### config.mk
export PLATFORM = sky130hd
export DESIGN_NAME = alu_issue_ctrl
export DESIGN_NICKNAME = d
export VERILOG_FILES = /design/src/rtl/alu_pkg.sv /design/src/rtl/alu_regfile.sv /design/src/rtl/alu_issue_ctrl.sv
export SDC_FILE = /design/constraint.sdc
export NUM_CORES = 1
export LEC_CHECK = 0
export CAP_MARGIN = 10
export CORE_ASPECT_RATIO = 1.2
export CORE_MARGIN = 2
export CORE_UTILIZATION = 55
export DETAILED_ROUTE_END_ITERATION = 8
export PLACE_DENSITY = 0.77
export SLEW_MARGIN = 0
export SYNTH_ARGS = -nofsm -noshare
export SYNTH_HDL_FRONTEND = slang
export SYNTH_HIERARCHICAL = 1
export SYNTH_SLANG_ARGS = --single-unit
### constraint.sdc
create_clock -name clk -period 16.2 [get_ports clk]
set_input_delay 3.24 -clock clk [delete_from_list [all_inputs] [get_ports clk]]
set_output_delay 3.24 -clock clk [all_outputs]
set_load 0.02 [all_outputs]
### src/rtl/alu_pkg.sv
// Shared types for the ALU issue controller: opcodes, FSM states and instruction layout.
package alu_pkg;

    typedef enum logic [3:0] {
        ADD  = 4'd0,
        SUB  = 4'd1,
        MUL  = 4'd2,
        DIV  = 4'd3,
        SLL  = 4'd4,
        SRL  = 4'd5,
        ROL  = 4'd6,
        ROR  = 4'd7,
        AND  = 4'd8,
        OR   = 4'd9,
        XOR  = 4'd10,
        NOR  = 4'd11,
        NAND = 4'd12,
        XNOR = 4'd13,
        GT   = 4'd14,
        EQ   = 4'd15
    } alu_op_e;

    typedef enum logic [1:0] {
        IDLE = 2'd0,
        READ = 2'd1,
        EXEC = 2'd2,
        WB   = 2'd3
    } ctrl_state_e;

    localparam int unsigned REG_ADDR_W = 4;
    localparam int unsigned INSTR_W    = 16;
    localparam int unsigned OP_MSB     = 15;
    localparam int unsigned OP_LSB     = 12;
    localparam int unsigned RD_MSB     = 11;
    localparam int unsigned RD_LSB     = 8;
    localparam int unsigned RS_MSB     = 7;
    localparam int unsigned RS_LSB     = 4;
    localparam int unsigned RT_MSB     = 3;
    localparam int unsigned RT_LSB     = 0;

    // Field order matches the bit slices above, so a plain cast decodes an instruction.
    typedef struct packed {
        alu_op_e               op;
        logic [REG_ADDR_W-1:0] rd;
        logic [REG_ADDR_W-1:0] rs;
        logic [REG_ADDR_W-1:0] rt;
    } instr_t;

endpackage

### src/rtl/alu_regfile.sv
// Register file: two operand read ports, a debug read port, one write port, R0 reads as zero.
module alu_regfile
    import alu_pkg::*;
#(
    parameter int unsigned ALU_SIZE = 16,
    parameter int unsigned NUM_REGS = 16
) (
    input  logic                  clk,
    input  logic                  rst,
    input  logic                  we,
    input  logic [REG_ADDR_W-1:0] waddr,
    input  logic [ALU_SIZE-1:0]   wdata,
    input  logic [REG_ADDR_W-1:0] raddr_a,
    output logic [ALU_SIZE-1:0]   rdata_a,
    input  logic [REG_ADDR_W-1:0] raddr_b,
    output logic [ALU_SIZE-1:0]   rdata_b,
    input  logic [REG_ADDR_W-1:0] dbg_addr,
    output logic [ALU_SIZE-1:0]   dbg_data
);

    logic [ALU_SIZE-1:0] regs [NUM_REGS];

    always_ff @(posedge clk or posedge rst) begin
        if (rst) begin
            for (int i = 0; i < int'(NUM_REGS); i++) begin
                regs[i] <= '0;
            end
        end else if (we && (waddr != '0)) begin
            regs[waddr] <= wdata;
        end
    end

    assign rdata_a  = (raddr_a  == '0) ? '0 : regs[raddr_a];
    assign rdata_b  = (raddr_b  == '0) ? '0 : regs[raddr_b];
    assign dbg_data = (dbg_addr == '0) ? '0 : regs[dbg_addr];

endmodule

### src/rtl/alu_issue_ctrl.sv
// Issue/writeback controller: fetches operands, drives the external ALU and writes results back.
module alu_issue_ctrl
    import alu_pkg::*;
#(
    parameter int unsigned ALU_SIZE = 16,
    parameter int unsigned NUM_REGS = 16
) (
    input  logic                  clk,
    input  logic                  rst,
    input  logic                  instr_valid,
    output logic                  instr_ready,
    input  logic [INSTR_W-1:0]    instr,
    input  logic                  ld_valid,
    input  logic [REG_ADDR_W-1:0] ld_addr,
    input  logic [ALU_SIZE-1:0]   ld_data,
    output logic [ALU_SIZE-1:0]   alu_in_a,
    output logic [ALU_SIZE-1:0]   alu_in_b,
    output logic [3:0]            alu_sel,
    input  logic [ALU_SIZE-1:0]   alu_out,
    input  logic                  carry_out,
    output logic                  done,
    output logic                  div0_err,
    output logic                  carry_flag,
    input  logic [REG_ADDR_W-1:0] dbg_addr,
    output logic [ALU_SIZE-1:0]   dbg_data
);

    ctrl_state_e           state;
    instr_t                cur;
    logic [ALU_SIZE-1:0]   result;
    logic                  carry_cap;
    logic                  div_zero;

    logic                  we;
    logic [REG_ADDR_W-1:0] waddr;
    logic [ALU_SIZE-1:0]   wdata;
    logic [ALU_SIZE-1:0]   rdata_a;
    logic [ALU_SIZE-1:0]   rdata_b;

    assign instr_ready = (state == IDLE) && !ld_valid;

    // Loads only land in IDLE; writebacks to R0 are dropped inside the register file.
    always_comb begin
        we    = 1'b0;
        waddr = ld_addr;
        wdata = ld_data;
        if (state == IDLE && ld_valid) begin
            we = 1'b1;
        end else if (state == WB && !div_zero) begin
            we    = 1'b1;
            waddr = cur.rd;
            wdata = result;
        end
    end

    alu_regfile #(
        .ALU_SIZE (ALU_SIZE),
        .NUM_REGS (NUM_REGS)
    ) u_regfile (
        .clk      (clk),
        .rst      (rst),
        .we       (we),
        .waddr    (waddr),
        .wdata    (wdata),
        .raddr_a  (cur.rs),
        .rdata_a  (rdata_a),
        .raddr_b  (cur.rt),
        .rdata_b  (rdata_b),
        .dbg_addr (dbg_addr),
        .dbg_data (dbg_data)
    );

    always_ff @(posedge clk or posedge rst) begin
        if (rst) begin
            state      <= IDLE;
            cur        <= '0;
            result     <= '0;
            carry_cap  <= 1'b0;
            div_zero   <= 1'b0;
            alu_in_a   <= '0;
            alu_in_b   <= '0;
            alu_sel    <= '0;
            done       <= 1'b0;
            div0_err   <= 1'b0;
            carry_flag <= 1'b0;
        end else begin
            done     <= 1'b0;
            div0_err <= 1'b0;
            unique case (state)
                IDLE: begin
                    if (!ld_valid && instr_valid) begin
                        cur   <= instr_t'(instr);
                        state <= READ;
                    end
                end
                READ: begin
                    alu_in_a <= rdata_a;
                    alu_in_b <= rdata_b;
                    alu_sel  <= cur.op;
                    state    <= EXEC;
                end
                EXEC: begin
                    result    <= alu_out;
                    carry_cap <= carry_out;
                    div_zero  <= (cur.op == DIV) && (alu_in_b == '0);
                    // done/div0_err are registered so they are high exactly while in WB.
                    done      <= 1'b1;
                    div0_err  <= (cur.op == DIV) && (alu_in_b == '0);
                    state     <= WB;
                end
                WB: begin
                    if (cur.op == ADD) begin
                        carry_flag <= carry_cap;
                    end
                    state <= IDLE;
                end
                default: state <= IDLE;
            endcase
        end
    end

endmodule

==> impl_results.md, run 1 <==
* YS warnings at 6
* Area of the mapped netlist at between 15,000 and 20,000 sq um
* Number of global-route vias before repair at 12,840
* Static Leakage at ~8.8 nW
* FF/Latch Area at between 7000 and 8000 sq um
* Crit path kind: input port to primary output
* WL final at roughly 50 mm
* Data arrival, critical path at 6.31 ns
* CTS tree: yes
* Worst setup margin at 6.654 ns
* Fmax at 104.8 MHz
* Grt ovf at 0
* Clk pin slew, worst setup/hold paths at 0.06 ns
* First-pass GRT wire length at roughly 78 mm
* Register area share after synthesis at 0.4282
* CTS H-tree depth at 2
* Detailed-placement wirelength estimate at approximately 30 mm
* HP Class: register to register
* Placeable Area at between 30,000 and 40,000 sq um
* Final setup violating endpoints at 0
* Most frequent cells in the layout: mux2_2, dfrtp_1, mux4_2, clkdlybuf4s50_1, nand2_1
* Initial Utilization at 0.5587
* Buffers on Ports at 116
* Worst setup SP type: input port
* Site row count at 73
* Multi-input logic area at about 9900 sq um
* Total number of vias at about 12,000
* Post-CTS Setup Bufs at 0
* Num CTS Buffers at 36
* R2r setup slk at around 12 ns
* Crit path time final at 9.546 ns
* Placer congestion estimate at roughly 0.82
* CP required at about 13 ns
* Fill cells at between 2,000 and 2,500
* Die Ht at between 200 and 250 um
* DRT Pass-1 Iters at 5
* VDD IR max at roughly 0.00012 V
* Post-Layout Cell Count at around 1,800
* Max Cap Violations at 0
* CP Max Fanout at 50
* Hold_buf cts at 0
* Detail Route Antenna Nets at 0
* Placed cells at approximately 1,800
* Layout Area Growth over Synthesis at 13.54%
* Share of post-route cells with drive strength above 1 at 0.4857
* Post-synthesis register bit count at between 300 and 400
* Final Max Slew Viols at 0
* CTS Sinks at ~320
* CTS root buf: clkbuf_16
* Status: finished clean
* Dpl ws at approximately 6.9 ns
* Synth cell types at between 40 and 50
* Largest net degree at the start of global routing at 103
* Syn nets at ~1,300
* Slew headroom at 0.1460
* Die Wd at 171.5 um
* Worst-Skew Late Latency at ~0.52 ns
* RSZ-0062 raised after global routing: no
* Worst slew pin tran at 1.275 ns
* Final Hold Fails at 0
* Clock Path Buffers at 3
* PostCTS Resize Cnt at 0
* Num ports at approximately 120
* Avg Inst Size Synth at approximately 15 sq um
* WL/cell at about 28 um
* Final Cycle Share at 0.5892
* Initial DRC count at ~1,100
* DR vias/cell at approximately 6.7
* Setup TNS at 0 ns
* Commonest non-fill, non-tap cell in the layout: mux2_2
* Area of the die at roughly 35,000 sq um
* Antenna violations before repair at 0
* Mapped Cells at about 1,300
* Crit. End Element: primary output
* Power Dens Cells at approximately 220 nW/um^2
* Final net count at between 1,000 and 1,500
* Worst Clk Skew at between 0.015 and 0.02 ns
* All-layer global routing usage at 0.2961
* Residual DRC count at 0
flip-flops by register name (all words and copies together), names as in the netlist:
name / count
state: 2
result: 16
alu_in_a: 16
u_regfile/regs: 242
div_zero: 1
cur: 16
done: 1
div0_err: 1
alu_in_b: 16
carry_cap: 1
carry_flag: 1
alu_sel: 4
where the power goes:
part	total (mW)	internal [mW]	switching, mW
Clock	0.853	0.519	0.334
Combinational	2.18	1.21	0.968
Sequential	1.54	1.16	0.371
Total	4.56	2.89	1.67
worst max-delay path, stage by stage:
cell and delay [ns]:
buf_2 0.10, buf_4 0.36, nor2b_2 1.08, a221oi_1 0.25, o31ai_1 0.52, clkdlybuf4s50_1 0.72
cell type report:
cell class                      instances  area share
Inverter                                7    0.001666
Tap cell                              450     0.02677
Antenna cell                            1   0.0001190
Clock inverter                         18     0.01089
Sequential cell                       317      0.3775
Clock buffer                           47     0.04771
Multi-Input combinational cell        828      0.4694
Timing Repair Buffer                  148     0.06591
kinds of logic after synthesis:
| family | synth area share |
|---|---|
| buf+inv | 0.04039 |
| flops | 0.4282 |
| simple gates | 0.04100 |
| compound gates | 0.04694 |
| mux | 0.4407 |
| fa+ha+maj | 0.002702 |
cell usage after synthesis, drive strengths merged:
cell type | n | area share
nor4 | 4 | 0.0014
nor3b | 1 | 0.00041
mux2 | 423 | 0.26
a221o | 3 | 0.0016
nor2b | 47 | 0.016
nand3b | 2 | 0.00081
a21oi | 4 | 0.0011
o21bai | 3 | 0.0012
o31ai | 43 | 0.017
a21o | 3 | 0.0012
a31oi | 3 | 0.0010
or3 | 3 | 0.0010
inv | 7 | 0.0014
nand2 | 55 | 0.012
buf | 93 | 0.032
and3b | 3 | 0.0014
mux4 | 144 | 0.18
o221a | 3 | 0.0018
o22ai | 1 | 0.00034
nand4 | 1 | 0.00034
nand3 | 3 | 0.0011
nand2b | 7 | 0.0024
a221oi | 42 | 0.020
nor2 | 13 | 0.0026
nor3 | 1 | 0.00027
mux2i | 3 | 0.0016
nor4b | 1 | 0.00047
and3 | 3 | 0.0010
clkbuf | 30 | 0.0066
dfrtp | 317 | 0.43
o21ai | 5 | 0.0014
ha | 4 | 0.0027
metrics by stage:
stage	instance area, sq um	hold slack (ns)	util	total power, mW
final	21030	0.3804	0.6344	4.564
after global routing	21030	0.3935	0.6343	4.792
after CTS	21030	0.3814	0.6343	4.562
after detailed placement	19800	0.3686	0.5971	3.697
after global placement	19800	0.3682	0.5971	3.624
after floorplan	18520	0.4246	-	3.068
layer usage:
metal / vias to the layer above / GRT usage / wire length, um
met1: 6445 / 0.3757 / 19350
met4: 0 / 0.1574 / 2795
met5: - / 0 / 0
li1: 5083 / - / -
met2: 570 / 0.4822 / 24630
met3: 151 / 0.05680 / 3693
worst paths after layout:
check                                          from                   to  cells past startpoint
max in group asynchronous                       rst  u_regfile/regs[232]                      3
worst max-delay path                    dbg_addr[0]          dbg_data[8]                      6
worst min-delay path            u_regfile/regs[242]  u_regfile/regs[242]                      0
worst min register to register  u_regfile/regs[242]  u_regfile/regs[242]                      0
worst max register to register             state[0]  u_regfile/regs[228]                      9
min in group asynchronous                       rst               cur[1]                      2
Power figures use the tool's default switching activity.
==> inputs of run 2 (changes only) <==
==> constraint.sdc (replaced) <==
create_clock -name clk -period 9.3 [get_ports clk]
set_input_delay 1.86 -clock clk [delete_from_list [all_inputs] [get_ports clk]]
set_output_delay 1.86 -clock clk [all_outputs]
set_load 0.02 [all_outputs]
==> impl_results.md, run 2 (synthesized netlist as in run 1, its figures left out) <==
* HP Class: register to register
* WL final at 50.26 mm
* GR Util met2 at 0.4803
* Crit path time final at a little under 7 ns
* Total number of vias at ~12,000
* Clock Path Buffers at 3
* VDD IR max at 0.0002128 V
* Diode count at 0
* Final Max Slew Viols at 0
* Crit path largest cell delay at between 1 and 1.5 ns
* Met1 Use GR at 0.3906
* Final Hold Fails at 0
* WL/cell at about 28 um
* Initial DRC count at approximately 1,000
* Power Dens Cells at 375.2 nW/um^2
* Worst Clk Skew at about 0.026 ns
* Worst Hold Path EP: u_regfile/regs[242]
* Residual DRC count at 0
* Die Ht at 205.0 um
* Num CTS Buffers at 36
* Commonest non-fill, non-tap cell in the layout: mux2_2
* Max Cap Violations at 0
* Die Wd at ~170 um
* PostCTS Resize Cnt at 0
* Crit-path cells: buf_2 -> nor2b_2 -> a221oi_1 -> o31ai_1 -> clkdlybuf4s50_1
* CTS root buf: clkbuf_16
* First-pass GRT wire length at slightly below 80 mm
* Static Leakage at 8.729 nW
* Most frequent cells in the layout: mux2_2, dfrtp_1, mux4_2, clkdlybuf4s50_1, nand2_1
* Data arrival, critical path at ~5 ns
* Grt ovf at 0
* Fmax at about 150 MHz
* CTS H-tree depth at 2
* Slew headroom at 0.1256
* Top reg by flops: u_regfile/regs
* Crit path kind: input port to primary output
* GRT Max-Usage Layer: met2
* RSZ-0062 raised after global routing: no
* Worst-Skew Late Latency at approximately 0.53 ns
* Hold_buf cts at 0
* Area of the die at ~35,000 sq um
* Comb pwr share at 0.482
* All-layer global routing usage at 0.2950
* Share of post-route cells with drive strength above 1 at 0.4824
* Final Power at just under 8 mW
* Final net count at 1,402
* Worst hold stages at 0
* Reg2reg start: state[0]
* Detailed-placement wirelength estimate at roughly 30 mm
* Initial Utilization at 0.5587
* CTS tree: yes
* Fin area at roughly 21,000 sq um
* CP Max Fanout at 27
* Min-delay src: u_regfile/regs[242]
* Site row count at 73
* Final setup violating endpoints at 0
* Sw frac at 0.3684
* Worst slew pin tran at approximately 1.3 ns
* Clock power frac at 0.179
* CTS Sinks at around 320
* Largest net degree at the start of global routing at about 110
* DR vias/cell at approximately 6.7
* Final Cycle Share at 0.7265
* Placer congestion estimate at around 0.84
* Setup TNS at 0 ns
* Reg2reg end: u_regfile/regs[196]
* CP required at 7.44 ns
* Slowest library cell on the worst path: nor2b_2
* Worst Reg-to-Reg Cells at 9
* Fill cells at 2,457
* P_sw at roughly 2.9 mW
* Detail Route Antenna Nets at 0
* DRT Pass-1 Iters at 5
* Layout Area Growth over Synthesis at 13.10%
* Sequential share of power at 0.340
* Antenna violations before repair at 0
* Number of global-route vias before repair at 12,770
* Crit. End Element: primary output
* R2r setup slk at between 5 and 6 ns
* GR Layer Usage met3 at 0.03999
* Buffers on Ports at approximately 120
* Status: finished clean
* Worst setup SP type: input port
* Dpl cell area at 19,790 sq um
* Num ports at 117
* Internal Power at between 4 and 5 mW
* Placeable Area at 33,160 sq um
* Clk pin slew, worst setup/hold paths at roughly 0.050 ns
* Post-CTS Setup Bufs at 0
* Max FFs per register at between 200 and 250
[run 2: cell types whose count changed in the layout (fill, tap and decap cells not counted)]
| cell | previous run | this run |
|---|---|---|
| clkinv_2 | 10 | 6 |
| bufinv_16 | 5 | 2 |
| clkbuf_1 | 6 | 9 |
| clkbuf_8 | 4 | 6 |
| buf_4 | 32 | 31 |
| clkinv_4 | 1 | 0 |
| diode_2 | 1 | 0 |
| inv_6 | 2 | 3 |
[run 2: per-layer routing]
metal | vias up | routed length (um)
met1 | 6455 | 19670
met5 | - | 0
met2 | 560 | 24610
met4 | 0 | 2464
met3 | 134 | 3514
li1 | 5072 | -
[run 2: worst max-delay path by stage]
stage | end | from | slack [ns] | cells after the start
after floorplan | u_regfile/regs[0] | rst | 0.80 | 1
after global placement | dbg_data[0] | dbg_addr[3] | 2.65 | 7
after detailed placement | dbg_data[0] | dbg_addr[3] | 2.65 | 7
after CTS | dbg_data[0] | dbg_addr[3] | 2.64 | 7
after global routing | dbg_data[0] | dbg_addr[3] | 2.52 | 7
final | dbg_data[8] | dbg_addr[1] | 2.54 | 5
[run 2: cell type report]
cell class	instances	area, sq um	share of cell area
inverters	7	35.03	0.001672
well taps	450	563.0	0.02687
flip-flops and latches	317	7940	0.3790
clock inverters	11	118.9	0.005673
repair buffers	147	1379	0.06581
clock buffers	52	1042	0.04975
multi-input cells	828	9873	0.4712
[run 2: worst max-delay path: cells and delay by family]
family,cells,cell delay [ns]
buf+inv,2,1.28
compound gates,2,0.72
simple gates,1,1.03
[run 2: power by group through the flow]
stage / logic, mW / clock network [mW] / registers [mW]
2_1_floorplan: 2.84 / 0 / 2.50
3_5_place_dp: 3.77 / 0 / 2.67
4_1_cts: 3.79 / 1.43 / 2.65
3_3_place_gp: 3.70 / 0 / 2.61
6_report: 3.79 / 1.40 / 2.67
5_1_grt: 4.01 / 1.48 / 2.76
[run 2: metrics by stage]
stage	instances	utilization	setup slack, ns	hold slack [ns]
after floorplan	1275	-	0.7952	0.4246
after global placement	1749	0.5969	2.655	0.3648
after detailed placement	1749	0.5969	2.650	0.3645
after CTS	1812	0.6319	2.642	0.3764
after global routing	1812	0.6319	2.523	0.3934
final	1812	0.6319	2.544	0.3781
